<file path="config.mk">
export PLATFORM = sky130hd
export DESIGN_NAME = mux4_rr_arbiter
export DESIGN_NICKNAME = d
export VERILOG_FILES = /design/src/rtl/mux4_rr_arbiter.sv
export SDC_FILE = /design/constraint.sdc
export NUM_CORES = 1
export LEC_CHECK = 0
export CAP_MARGIN = 25
export CORE_MARGIN = 8
export CORE_UTILIZATION = 55
export DETAILED_ROUTE_END_ITERATION = 12
export PLACE_DENSITY = 0.92
export SLEW_MARGIN = 20
export SYNTH_ARGS = -nofsm -noshare
export SYNTH_HDL_FRONTEND = slang
export SYNTH_SLANG_ARGS = --single-unit
</file>
<file path="constraint.sdc">
create_clock -name CLK -period 5.8 [get_ports CLK]
set_input_delay 1.16 -clock CLK [delete_from_list [all_inputs] [get_ports CLK]]
set_output_delay 1.16 -clock CLK [all_outputs]
set_load 0.01 [all_outputs]
</file>
<file path="src/rtl/mux4_rr_arbiter.sv">
`timescale 1ns/1ps
// -----------------------------------------------------------------------------
// mux4_rr_arbiter
//   Round-robin arbiter that shares one 4:1-muxed resource among four
//   requesters. One requester is granted at a time. The grant is held until the
//   resource signals completion or until a timeout forces a release. The 2-bit
//   select for the downstream data mux is driven from the same registers as
//   the grant.
//
// Parameters
//   TIMEOUT_CYC  number of ACTIVE cycles without done before a forced release
//                (must be >= 2)
//   CNT_WIDTH    width of the timeout counter; must be able to hold TIMEOUT_CYC
//
// Ports
//   CLK          in   1  clock; all state updates on the rising edge
//   RST          in   1  asynchronous reset, active low
//   req          in   4  request vector; bit i = requester i wants the resource
//   done         in   1  resource finished the current transaction (1-cycle pulse)
//   gnt          out  4  registered one-hot grant; all zero when idle
//   sel          out  2  downstream mux select = index of current/last grant
//   start        out  1  1-cycle pulse in the first cycle of each new grant
//   busy         out  1  high while a grant is active
//   timeout_err  out  1  1-cycle pulse after a grant is force-released by timeout
// -----------------------------------------------------------------------------
module mux4_rr_arbiter #(
    parameter int TIMEOUT_CYC = 16,
    parameter int CNT_WIDTH   = 5
) (
    input  logic       CLK,
    input  logic       RST,
    input  logic [3:0] req,
    input  logic       done,
    output logic [3:0] gnt,
    output logic [1:0] sel,
    output logic       start,
    output logic       busy,
    output logic       timeout_err
);

    typedef enum logic {
        IDLE   = 1'b0,
        ACTIVE = 1'b1
    } state_t;

    state_t               state, state_nx;
    logic [CNT_WIDTH-1:0] cnt, cnt_nx;
    logic [1:0]           ptr, ptr_nx;
    logic [3:0]           gnt_nx;
    logic [1:0]           sel_nx;
    logic                 start_nx;
    logic                 terr_nx;
    logic                 release_now;
    logic                 timeout_hit;
    logic [2:0]           pick_res;

    // Round-robin search: offsets 1..4 from base. Offset 4 is base itself and
    // is only considered when incl_base is set. The loop runs backwards so the
    // lowest offset that hits wins. Result is {found, index}.
    function automatic logic [2:0] pick(input logic [3:0] r,
                                        input logic [1:0] base,
                                        input logic       incl_base);
        logic [2:0] res;
        logic [1:0] idx;
        res = 3'b000;
        for (int k = 4; k >= 1; k--) begin
            idx = base + k[1:0];
            if (r[idx] && ((k != 4) || incl_base))
                res = {1'b1, idx};
        end
        return res;
    endfunction

    assign timeout_hit = (cnt == CNT_WIDTH'(TIMEOUT_CYC - 1));
    assign release_now = (state == ACTIVE) && (done || timeout_hit);
    assign busy        = (state == ACTIVE);

    always_comb begin
        state_nx = state;
        cnt_nx   = cnt;
        ptr_nx   = ptr;
        gnt_nx   = gnt;
        sel_nx   = sel;
        start_nx = 1'b0;
        terr_nx  = 1'b0;
        pick_res = 3'b000;

        case (state)
            IDLE: begin
                // From idle every requester is eligible; ptr itself is searched last.
                pick_res = pick(req, ptr, 1'b1);
                if (pick_res[2]) begin
                    state_nx = ACTIVE;
                    gnt_nx   = 4'b0001 << pick_res[1:0];
                    sel_nx   = pick_res[1:0];
                    start_nx = 1'b1;
                    cnt_nx   = '0;
                end else begin
                    gnt_nx = 4'b0000;
                end
            end

            ACTIVE: begin
                cnt_nx = cnt + 1'b1;
                if (release_now) begin
                    // done wins over timeout when both happen in the same cycle.
                    terr_nx = ~done;
                    ptr_nx  = sel;
                    // Back-to-back re-grant only goes to a different requester.
                    // A lone re-requester of the served index passes through
                    // IDLE and is picked up there.
                    pick_res = pick(req, sel, 1'b0);
                    if (pick_res[2]) begin
                        gnt_nx   = 4'b0001 << pick_res[1:0];
                        sel_nx   = pick_res[1:0];
                        start_nx = 1'b1;
                        cnt_nx   = '0;
                    end else begin
                        state_nx = IDLE;
                        gnt_nx   = 4'b0000;
                        cnt_nx   = '0;
                    end
                end
            end

            default: begin
                state_nx = IDLE;
                gnt_nx   = 4'b0000;
            end
        endcase
    end

    always_ff @(posedge CLK or negedge RST) begin
        if (!RST) begin
            state       <= IDLE;
            cnt         <= '0;
            ptr         <= 2'd3;
            gnt         <= 4'b0000;
            sel         <= 2'b00;
            start       <= 1'b0;
            timeout_err <= 1'b0;
        end else begin
            state       <= state_nx;
            cnt         <= cnt_nx;
            ptr         <= ptr_nx;
            gnt         <= gnt_nx;
            sel         <= sel_nx;
            start       <= start_nx;
            timeout_err <= terr_nx;
        end
    end

endmodule

</file>
# Word-level counts from Yosys, hierarchy flattened
# Cells that the tools add are included.
dict set report totals {
  wordCells 76
  input_bits 7
  out_inout_bits 9
  reg_bits 16
}
dict set report op_classes {
  reduce_logical 4
  n_mux 43
  magnitude_cmp 7
  n_addsub 7
  bitwise 2
  shift 2
  eq_ne 4
}
# operator n
set ops {}
lappend ops {{2-to-1 mux 3 bit} 10}
lappend ops {{less-than comparator 2 x 3 -> 1 bit (second input constant)} 7}
lappend ops {{binary-select mux 1 bit (select 2 bit)} 7}
lappend ops {{2-to-1 mux 1 bit} 13}
lappend ops {{2-to-1 mux 4 bit} 3}
lappend ops {{2-to-1 mux 5 bit} 2}
lappend ops {{one-hot mux 5 bit (2 select lines)} 1}
lappend ops {{adder 2 bit (second input constant)} 4}
lappend ops {{one-hot mux 4 bit (2 select lines)} 1}
lappend ops {{<< shifter 1 x 2 -> 4 bit (first input constant)} 2}
lappend ops {{2-to-1 mux 2 bit} 3}
lappend ops {{adder 5 x 1 -> 5 bit (second input constant)} 1}
lappend ops {{equality test 5 x 4 -> 1 bit (second input constant)} 1}
lappend ops {{adder 2 x 1 -> 2 bit (second input constant)} 2}
lappend ops {{inequality test 2 x 1 -> 1 bit (second input constant)} 2}
lappend ops {{one-hot mux 1 bit (2 select lines)} 2}
lappend ops {{one-hot mux 2 bit (2 select lines)} 1}
lappend ops {{AND reduction 3 bit} 1}
lappend ops {{inequality test 2 bit (second input constant)} 1}
lappend ops {{NOT 1 bit} 2}
lappend ops {{AND reduction 2 bit} 1}
lappend ops {{logical AND 1 bit} 1}
lappend ops {{logical OR 1 bit} 1}

# Logic depth before layout (Yosys ltp)
# Gate-level depths: netlist of run 1.
dict set report logic_depth {
  depth_word 12
  ltp_mapped 7
}

# Least setup slack after synthesis of run 1
# No wires, ideal clock.
dict set report synth_timing {
  path_type {input to register}
  start {input port req[3]}
  end {register sel[0]}
  stages 7
  setup_time_ns 0.125
  slack_ns 3.357
  arrival_ns 2.318
  path_cell_list {buf_6 -> nor4b_2 -> a32oi_1 -> and3_1 -> buf_6 -> o21ai_4 -> mux2_4}
}
dict set report synth_between {
  elab_chain_len 10
  elab_cells_between_ends 31
  cone_classes {2 x eq/ne; 28 x mux; 1 x reduce/logical}
}
# element line
set synth_lines {}
lappend synth_lines {{start, declared} 32} ;# input logic [3:0] req,
lappend synth_lines {{binary-select mux 1 bit (select 2 bit)} 68} ;# if (r[idx] && ((k != 4) || incl_base))
lappend synth_lines {{2-to-1 mux 1 bit (not written as such)} 68}
lappend synth_lines {{2-to-1 mux 3 bit (3 in series)} 68}
lappend synth_lines {{2-to-1 mux 3 bit} 105} ;# if (release_now) begin
lappend synth_lines {{2-to-1 mux 3 bit} 88} ;# case (state)
lappend synth_lines {{2-to-1 mux 2 bit} 113} ;# if (pick_res[2]) begin
lappend synth_lines {{2-to-1 mux 2 bit} 105}
lappend synth_lines {{one-hot mux 2 bit (2 select lines)} 88}
lappend synth_lines {{end signal, assigned} 147} ;# sel <= sel_nx;
lappend synth_lines {{end, declared} 35} ;# output logic [1:0] sel,
# Parallel ways exist; a longest one is shown, timed or not. The select of a mux whose other input is x is not followed.
# A chain may end at the register's enable or synchronous reset.

# Worst setup path after layout of run 1
# Same ends and word-level chain as after synthesis.

==> results.py, run 1 <==
metrics = {
    "yosys": {
        "synth_cells": 104,
        "seq_area_frac_synth_pct": 41.3,
        "ys.flop_type": "dfrtp_1",
        "yosysTopAreaCellShare_pct": 35.9,
        "avgSynthCellArea_um2": 9.38,
        "async_flop_share_pct": 100,
        "ys_types": 37,
        "synth.area.top_cells": "dfrtp_1 (36%), dfstp_2 (5.4%), mux2i_1 (4.1%), nand2b_1 (3.8%), a21oi_1 (3.6%)",
        "synth_edf_count": 0,
        "ys_seq_elements": 16,
        "syn-num-nets": 113,
        "synth_area_um2": 976,
        "ys.warnings.count": 0,
        "synth_top_cell_by_area": "dfrtp_1",
    },
    "cts": {
        "ctsHoldBuffers": 0,
        "cts_resized": 0,
        "htree_levels": 1,
        "cts_buffers": 3,
        "tritoncts": "yes",
        "clock-root-buffer": "clkbuf_4",
        "clock-sinks": 16,
        "cts_setup_buffers": 0,
        "clk_pin_slew_ns": 0.10,
        "clockBufferDepth": 2,
        "insertion_delay_ns": 0.30,
    },
    "die": {
        "die_area_mm2": 0.00338,
        "core_mm2": 0.00169,
        "floorplan.initialDensity_pct": 57.8,
        "die-height_um": 58.1,
        "die_x_um": 58.1,
        "num_io_pins": 16,
        "fp-row-count": 15,
    },
    "routing": {
        "routedWlPerCell_um": 14.9,
        "post-route-drc-count": 0,
        "dr.first_iter.drc_count": 59,
        "vias_per_cell": 6.14,
        "final_antenna_net_count": 0,
        "routed_wl_um": 2010,
        "vias": 829,
        "first_pass_iters": 4,
    },
    "min_path": {
        "min_path_type": "flop to flop",
    },
    "worst_setup_path": {
        "critical_path_class": "input port to flop",
        "cp_max_fo": 9,
        "max_stage_delay_ns": 0.56,
        "cp-end-kind": "flop",
        "crit_buf_inv": 1,
        "critPathArrivalTime_ns": 2.89,
        "path_cells": "clkdlybuf4s50_1 > nor4b_2 > a32oi_1 > and3_1 > o21ai_4 > mux2_4",
        "worst_setup_path_start_kind": "input port",
        "crit_family": "simple AND/OR/NAND/NOR gates",
        "required_ns": 5.99,
        "critPathSlowestCell": "clkdlybuf4s50_1",
    },
    "grt": {
        "overflow": 0,
        "antenna_found_initial": 0,
        "grt_pass1_wl_um": 3320,
        "grt_start_max_net_pins": 17,
        "grtUsageTotal_pct": 12.6,
        "first_global_vias": 712,
    },
    "sta": {
        "relSlewSlack_pct": 54.8,
        "post-route-period-util_pct": 46.5,
        "final-hold-violation-count": 0,
        "clock_skew_ns": 0.00663,
        "maxSlewViolCount": 0,
        "period_needed_ns": 2.70,
        "max_clock_freq_mhz": 371,
        "rsz0062_at_grt": "no",
        "tightest_slew_ns": 0.675,
        "finalSetupTns_ns": 0,
        "setup_viol": 0,
    },
    "layout": {
        "nNetsFinal": 128,
        "fin_area_mm2": 0.00114,
        "seqCellArea_um2": 403,
        "drive_above_1_share_pct": 11.0,
        "antenna_cells": 0,
        "fillers": 138,
        "multi_input_area_um2": 508,
        "final_cells": 135,
        "syn2layout_area_growth_pct": 16.9,
    },
    "outcome": {
        "outcome": "completed",
    },
    "pwr": {
        "ir_worst_vdd_mv": 0.274,
        "power_per_cell_area_mw_per_mm2": 461,
        "cellLeakagePower_nw": 0.491,
    },
    "place": {
        "dp.final_hpwl_um": 1450,
        "place_area_mm2": 0.00110,
        "dpl.cell_count": 131,
        "io_buffers": 15,
        "gp_congestion": 0.881,
    },
    "job": {
        "max_cap_violations": 0,
    },
}
-- synth_stat cells, drive strengths merged, types with 2 or more instances --
cell type  count
inv            6
nand2b         6
nand2          9
nand3b         3
o21ai         10
dfstp          2
ha             2
a32oi          2
nand3          3
mux2i          4
nor2b          2
mux2           2
nor2           9
and3           2
a21oi          7
buf            5
and2           2
dfrtp         14
a31oi          3
-- per-layer routing --
layer	up-vias	track usage, %	share of wire, %	wire [µm]
li1	397	-	-	-
met1	385	16.8	46	925
met2	41	17.8	44	889
met3	6	3.97	7.6	153
met4	0	6.29	2.1	42
met5	-	0	0	0
-- cell usage in the layout (no fill, tap or decap), types with 3 or more instances in the layout --
cell type | netlist | final
clkbuf_4 | 0 | 3
nand2_1 | 9 | 9
mux2i_1 | 4 | 4
a21oi_1 | 7 | 7
nand2b_1 | 6 | 6
nand3_1 | 3 | 3
a31oi_1 | 3 | 3
o21ai_0 | 4 | 4
nor2_1 | 8 | 8
clkdlybuf4s50_1 | 0 | 15
o21ai_1 | 5 | 5
nand3b_1 | 3 | 3
dfrtp_1 | 14 | 14
inv_1 | 5 | 5
-- power by group --
| part | switching, mW | leakage, nW | internal, mW |
|---|---|---|---|
| clock | 0.0374 | 0.0210 | 0.0383 |
| sequential | 0.0483 | 0.196 | 0.155 |
| combinational | 0.116 | 0.274 | 0.131 |
| total | 0.202 | 0.491 | 0.324 |
-- worst paths after layout --
check | start | endpoint | slack [ns] | cells after the start
hold reg to reg | cnt[3] | cnt[3] | 0.49 | 1
setup / recovery | req[3] | sel[0] | 3.10 | 6
max in group asynchronous | RST | gnt[1] | 4.10 | 1
setup reg to reg | cnt[0] | ptr[0] | 3.54 | 6
hold / removal | cnt[3] | cnt[3] | 0.49 | 1
min in group asynchronous | RST | gnt[2] | 1.26 | 1
-- cell families (layout without fill, tap and decap cells) --
family,after synthesis,after routing,synth area share (%)
muxes,6,6,6.79
adders and majority gates,2,2,2.56
AOI/OAI and AO/OA,28,28,19.2
and+or+nand+nor,41,41,23.5
buffers and inverters,11,25,6.67
DFF,16,16,41.3
-- per-stage QoR --
| stage | total power, mW | worst slack [ns] | hold WS (ns) | utilization [%] |
|---|---|---|---|---|
| 2_1_floorplan | 0.373 | 3.36 | 0.440 | - |
| 3_3_place_gp | 0.442 | 2.86 | 0.465 | 65.4 |
| 3_5_place_dp | 0.452 | 2.78 | 0.468 | 65.4 |
| 4_1_cts | 0.529 | 3.12 | 0.484 | 67.6 |
| 5_1_grt | 0.561 | 2.98 | 0.524 | 67.6 |
| 6_report | 0.526 | 3.10 | 0.490 | 67.6 |
-- cell type report --
cell class,instances,share of cell area [%]
clock buffers,4,3.18
inverters,6,1.97
multi-input cells,77,44.5
flip-flops and latches,16,35.3
well taps,17,1.86
repair buffers,15,13.2
-- registers in the layout, indices dropped and copies added (netlist names) --
signal       cells
timeout_err      1
gnt              4
sel              2
cnt              5
busy             1
ptr              2
start            1
Power figures use the tool's default switching activity.
==> run 2: changes to the inputs <==
Settings changed: CORE_UTILIZATION 55 to 46, PLACE_DENSITY 0.92 to 0.83.
Clock period 5.8 ns to 2.43 ns, I/O delays scaled along.
==> run 2 against run 1 <==
  * Utilization down 8.6 points
  * Non-clock buffer count up 2
  * Critical path depth unchanged
  * Cell area up 2.4%
  * Routed wire length up 4.7%
  * Worst hold slack worse by 0.0022 ns
  * Clock skew down 0.0050 ns
  * Die area up 14%
  * Largest cell class unchanged
==> results.py, run 2 (synthesis results as in run 1) <==
metrics = {
    "outcome": {
        "outcome": "completed",
    },
    "sta": {
        "max_clock_freq_mhz": 482,
        "period_needed_ns": 2.08,
        "final-hold-violation-count": 0,
        "setup_ws_ns": 0.354,
        "tightest_slew_ns": 0.688,
        "post-route-period-util_pct": 85.4,
        "rsz0062_at_grt": "no",
        "finalSetupTns_ns": 0,
        "setup_viol": 0,
        "clock_skew_ns": 0.00162,
        "maxSlewViolCount": 0,
        "relSlewSlack_pct": 54.0,
    },
    "cts": {
        "ctsHoldBuffers": 0,
        "clockBufferDepth": 2,
        "cts_setup_buffers": 0,
        "cts_buffers": 3,
        "clock-sinks": 16,
        "clock-root-buffer": "clkbuf_4",
        "tritoncts": "yes",
        "clk_pin_slew_ns": 0.09,
        "insertion_delay_ns": 0.29,
        "cts_resized": 0,
        "htree_levels": 1,
    },
    "grt": {
        "first_global_vias": 780,
        "overflow": 0,
        "grt_pass1_wl_um": 3410,
        "antenna_found_initial": 0,
        "grtUsageTotal_pct": 11.7,
        "grt_start_max_net_pins": 17,
    },
    "worst_setup_path": {
        "worst_setup_path_start_kind": "input port",
        "crit_family": "simple AND/OR/NAND/NOR gates",
        "critPathArrivalTime_ns": 2.26,
        "critPathSlowestCell": "clkdlybuf4s50_1",
        "cp_num_cells": 6,
        "max_stage_delay_ns": 0.56,
        "required_ns": 2.61,
        "cp_max_fo": 9,
        "cp-end-kind": "flop",
        "critical_path_class": "input port to flop",
        "crit_buf_inv": 1,
        "path_cells": "clkdlybuf4s50_1 > nor2_1 > nand3_1 > and3_1 > o21ai_4 > mux2_4",
        "r2r_cells": 6,
    },
    "layout": {
        "layout_commonest_cell": "clkdlybuf4s50_1",
        "largest_reg_flops": 5,
        "drive_above_1_share_pct": 12.5,
        "antenna_cells": 0,
        "fin_area_mm2": 0.00117,
        "fillers": 172,
        "nNetsFinal": 130,
        "top_regs": "cnt: 5 flops, gnt: 4 flops",
        "utilization_pct": 59.0,
        "final_cell_mix": "clkdlybuf4s50_1 (15), dfrtp_1 (14), nand2_1 (9), nor2_1 (8), a21oi_1 (7)",
        "syn2layout_area_growth_pct": 19.7,
        "largest_register": "cnt",
    },
    "routing": {
        "post-route-drc-count": 0,
        "routed_wl_um": 2100,
        "vias_per_cell": 5.67,
        "first_pass_iters": 4,
        "final_antenna_net_count": 0,
        "routedWlPerCell_um": 14.3,
        "dr.first_iter.drc_count": 29,
        "vias": 834,
    },
    "pwr": {
        "ir_worst_vdd_mv": 0.582,
        "power_per_cell_area_mw_per_mm2": 1090,
        "power_mw": 1.27,
        "cellLeakagePower_nw": 0.501,
    },
    "place": {
        "io_buffers": 15,
        "dp.final_hpwl_um": 1550,
        "pre_cts_slack_ns": 0.0791,
        "place_area_mm2": 0.00113,
        "gp_congestion": 0.802,
    },
    "die": {
        "die_area_mm2": 0.00385,
        "floorplan.initialDensity_pct": 49.2,
        "num_io_pins": 16,
        "fp-row-count": 16,
        "core_mm2": 0.00198,
        "die_x_um": 62.1,
        "die-height_um": 62.1,
    },
    "min_path": {
        "whs_path_depth": 1,
        "min_path_type": "flop to flop",
    },
    "job": {
        "max_cap_violations": 0,
    },
}
run 2: cell count changes in the layout (fill, tap and decap cells not counted):
| cell | change |
|---|---|
| buf_4 | +2 |
run 2: layout make-up:
class | instances | area, µm² | share of cell area [%]
Multi-Input combinational cell | 77 | 508 | 43.5
Timing Repair Buffer | 17 | 165 | 14.1
Sequential cell | 16 | 403 | 34.5
Tap cell | 27 | 33.8 | 2.89
Inverter | 6 | 22.5 | 1.93
Clock buffer | 4 | 36.3 | 3.10
run 2: worst paths after layout:
| path | start | end | slack, ns |
|---|---|---|---|
| max reg2reg | cnt[0] | ptr[0] | 0.39 |
| min reg2reg | cnt[3] | cnt[3] | 0.49 |
| min | cnt[3] | cnt[3] | 0.49 |
| min in group asynchronous | RST | gnt[0] | 0.61 |
| max in group asynchronous | RST | sel[1] | 1.39 |
| max | req[3] | sel[0] | 0.35 |
run 2: metal layers:
metal	share of wire, %	GRT usage [%]	vias to the layer above
li1	-	-	400
met1	44	13.4	394
met2	47	19.3	36
met3	8.2	3.91	4
met4	1.2	4.87	0
met5	0	0	-
run 2: worst register-to-register path, cell delays in order (launching register included):
cell and delay (ns):
dfrtp_1 0.42, ha_1 0.24, and3_1 0.19, ha_1 0.19
or3b_1 0.46, nand2_1 0.14, mux2_2 0.34
run 2: per-stage QoR:
| stage | std cells | hold WS [ns] |
|---|---|---|
| finish | 147 | 0.488 |
| global route | 147 | 0.511 |
| CTS | 147 | 0.484 |
| detailed placement | 143 | 0.470 |
| global placement | 143 | 0.464 |
| floorplan | 104 | 0.190 |
run 2: where the power goes:
part           switching [mW]  internal, mW
combinational           0.283         0.324
clock                  0.0851        0.0913
sequential              0.119         0.371
total                   0.487         0.786
==> run 3: changes to the inputs <==
Settings changed: CELL_PAD_IN_SITES_DETAIL_PLACEMENT set to 1, CELL_PAD_IN_SITES_GLOBAL_PLACEMENT set to 2, CORE_UTILIZATION 46 to 29, PLACE_DENSITY 0.83 to 0.84.
==> run 3 against run 2 <==
  * Die area grew 42%
  * Combinational power increased by 1%
  * Routed wire length up 13%
  * Register-to-register slack about the same
  * Clock skew up 0.0014 ns
  * Non-clock buffer count increased by 1
  * Worst hold slack gained 0.0052 ns
  * Largest cell class unchanged
  * Highest routed layer unchanged
==> results.py, run 3 (synthesis results as in run 1) <==
metrics = {
    "grt": {
        "overflow": 0,
        "grt_start_max_net_pins": 17,
        "grt_pass1_wl_um": 3970,
        "first_global_vias": 870,
        "antenna_found_initial": 0,
        "grtUsageTotal_pct": 9.11,
    },
    "cts": {
        "htree_levels": 1,
        "insertion_delay_ns": 0.29,
        "clock-sinks": 16,
        "clock-root-buffer": "clkbuf_4",
        "cts_resized": 0,
        "clk_pin_slew_ns": 0.10,
        "tritoncts": "yes",
        "cts_buffers": 3,
        "cts_setup_buffers": 0,
        "ctsHoldBuffers": 0,
        "clockBufferDepth": 2,
    },
    "die": {
        "fp-row-count": 21,
        "die-height_um": 74.0,
        "die_area_mm2": 0.00548,
        "floorplan.initialDensity_pct": 29.7,
        "die_x_um": 74.0,
        "num_io_pins": 16,
        "core_mm2": 0.00328,
    },
    "worst_setup_path": {
        "critical_path_class": "input port to flop",
        "crit_start": "req[3]",
        "critPathArrivalTime_ns": 2.26,
        "required_ns": 2.61,
        "worst_setup_path_start_kind": "input port",
        "cp-end-kind": "flop",
        "regToRegStartpoint": "cnt[0]",
        "cp_max_fo": 9,
    },
    "job": {
        "max_cap_violations": 0,
    },
    "routing": {
        "dr.first_iter.drc_count": 9,
        "routedWlPerCell_um": 14.2,
        "post-route-drc-count": 0,
        "final_antenna_net_count": 0,
        "vias_per_cell": 4.89,
        "vias": 816,
        "routed_wl_um": 2370,
        "first_pass_iters": 4,
    },
    "place": {
        "dp.final_hpwl_um": 1850,
        "gp_congestion": 0.806,
        "io_buffers": 15,
    },
    "sta": {
        "clock_skew_ns": 0.00300,
        "finalSetupTns_ns": 0,
        "period_needed_ns": 2.08,
        "final-hold-violation-count": 0,
        "maxSlewViolCount": 0,
        "max_clock_freq_mhz": 481,
        "setup_viol": 0,
        "relSlewSlack_pct": 52.2,
        "tightest_slew_ns": 0.714,
        "rsz0062_at_grt": "no",
        "post-route-period-util_pct": 85.6,
    },
    "pwr": {
        "cellLeakagePower_nw": 0.505,
        "power_mw": 1.28,
        "ir_worst_vdd_mv": 0.405,
        "power_per_cell_area_mw_per_mm2": 1070,
    },
    "layout": {
        "nNetsFinal": 131,
        "largest_register": "cnt",
        "syn2layout_area_growth_pct": 22.9,
        "largest_reg_flops": 5,
        "top_regs": "cnt: 5 flops, gnt: 4 flops",
        "final_cell_mix": "clkdlybuf4s50_1 (15), dfrtp_1 (14), nand2_1 (9), nor2_1 (8), a21oi_1 (7)",
        "antenna_cells": 0,
        "layout_commonest_cell": "clkdlybuf4s50_1",
        "drive_above_1_share_pct": 13.2,
    },
    "min_path": {
        "min_from": "cnt[3]",
        "min_path_type": "flop to flop",
    },
    "outcome": {
        "outcome": "completed",
    },
}
[run 3: cell types whose count changed in the layout (fill, tap and decap cells not counted)]
cell / delta
buf_4: +1
[run 3: final cells by class]
class,instances,area (µm²)
Multi-Input combinational cell,77,508
Sequential cell,16,403
Clock buffer,4,36.3
Tap cell,46,57.6
Inverter,6,22.5
Timing Repair Buffer,18,173
Fill cell,395,2080
[run 3: worst paths after layout]
kind / to / slack [ns] / cells after the start
setup reg to reg: ptr[0] / 0.38 / 6
min in group asynchronous: gnt[0] / 0.62 / 1
hold / removal: cnt[3] / 0.49 / 1
hold reg to reg: cnt[3] / 0.49 / 1
setup / recovery: sel[0] / 0.35 / 6
max in group asynchronous: timeout_err / 1.36 / 1
[run 3: power by group]
part / internal [mW] / switching (mW) / total [mW]
Clock: 0.0911 / 0.0909 / 0.182
Sequential: 0.371 / 0.118 / 0.489
Combinational: 0.328 / 0.285 / 0.613
Total: 0.790 / 0.494 / 1.28
[run 3: critical path: stages]
cell and delay, ns:
clkdlybuf4s50_1 0.56, nor2_1 0.31, nand3_1 0.10, and3_1 0.28, o21ai_4 0.21, mux2_4 0.31
[run 3: routing by layer]
| layer | vias to the layer above | wire, µm | global-route usage, % |
|---|---|---|---|
| li1 | 401 | - | - |
| met1 | 405 | 1100 | 10.5 |
| met2 | 8 | 1160 | 15.8 |
| met3 | 2 | 81 | 1.35 |
| met4 | 0 | 27 | 4.66 |
| met5 | - | 0 | 0 |
[run 3: stage by stage]
stage	setup WS [ns]	instances	utilization [%]	instance area [µm²]	hold WS [ns]
CTS	0.359	167	36.5	1200	0.495
finish	0.351	167	36.5	1200	0.493
floorplan	0.482	104	-	976	0.190
detailed placement	0.0359	163	35.4	1160	0.475
global placement	0.137	163	35.4	1160	0.466
global route	0.239	167	36.5	1200	0.512
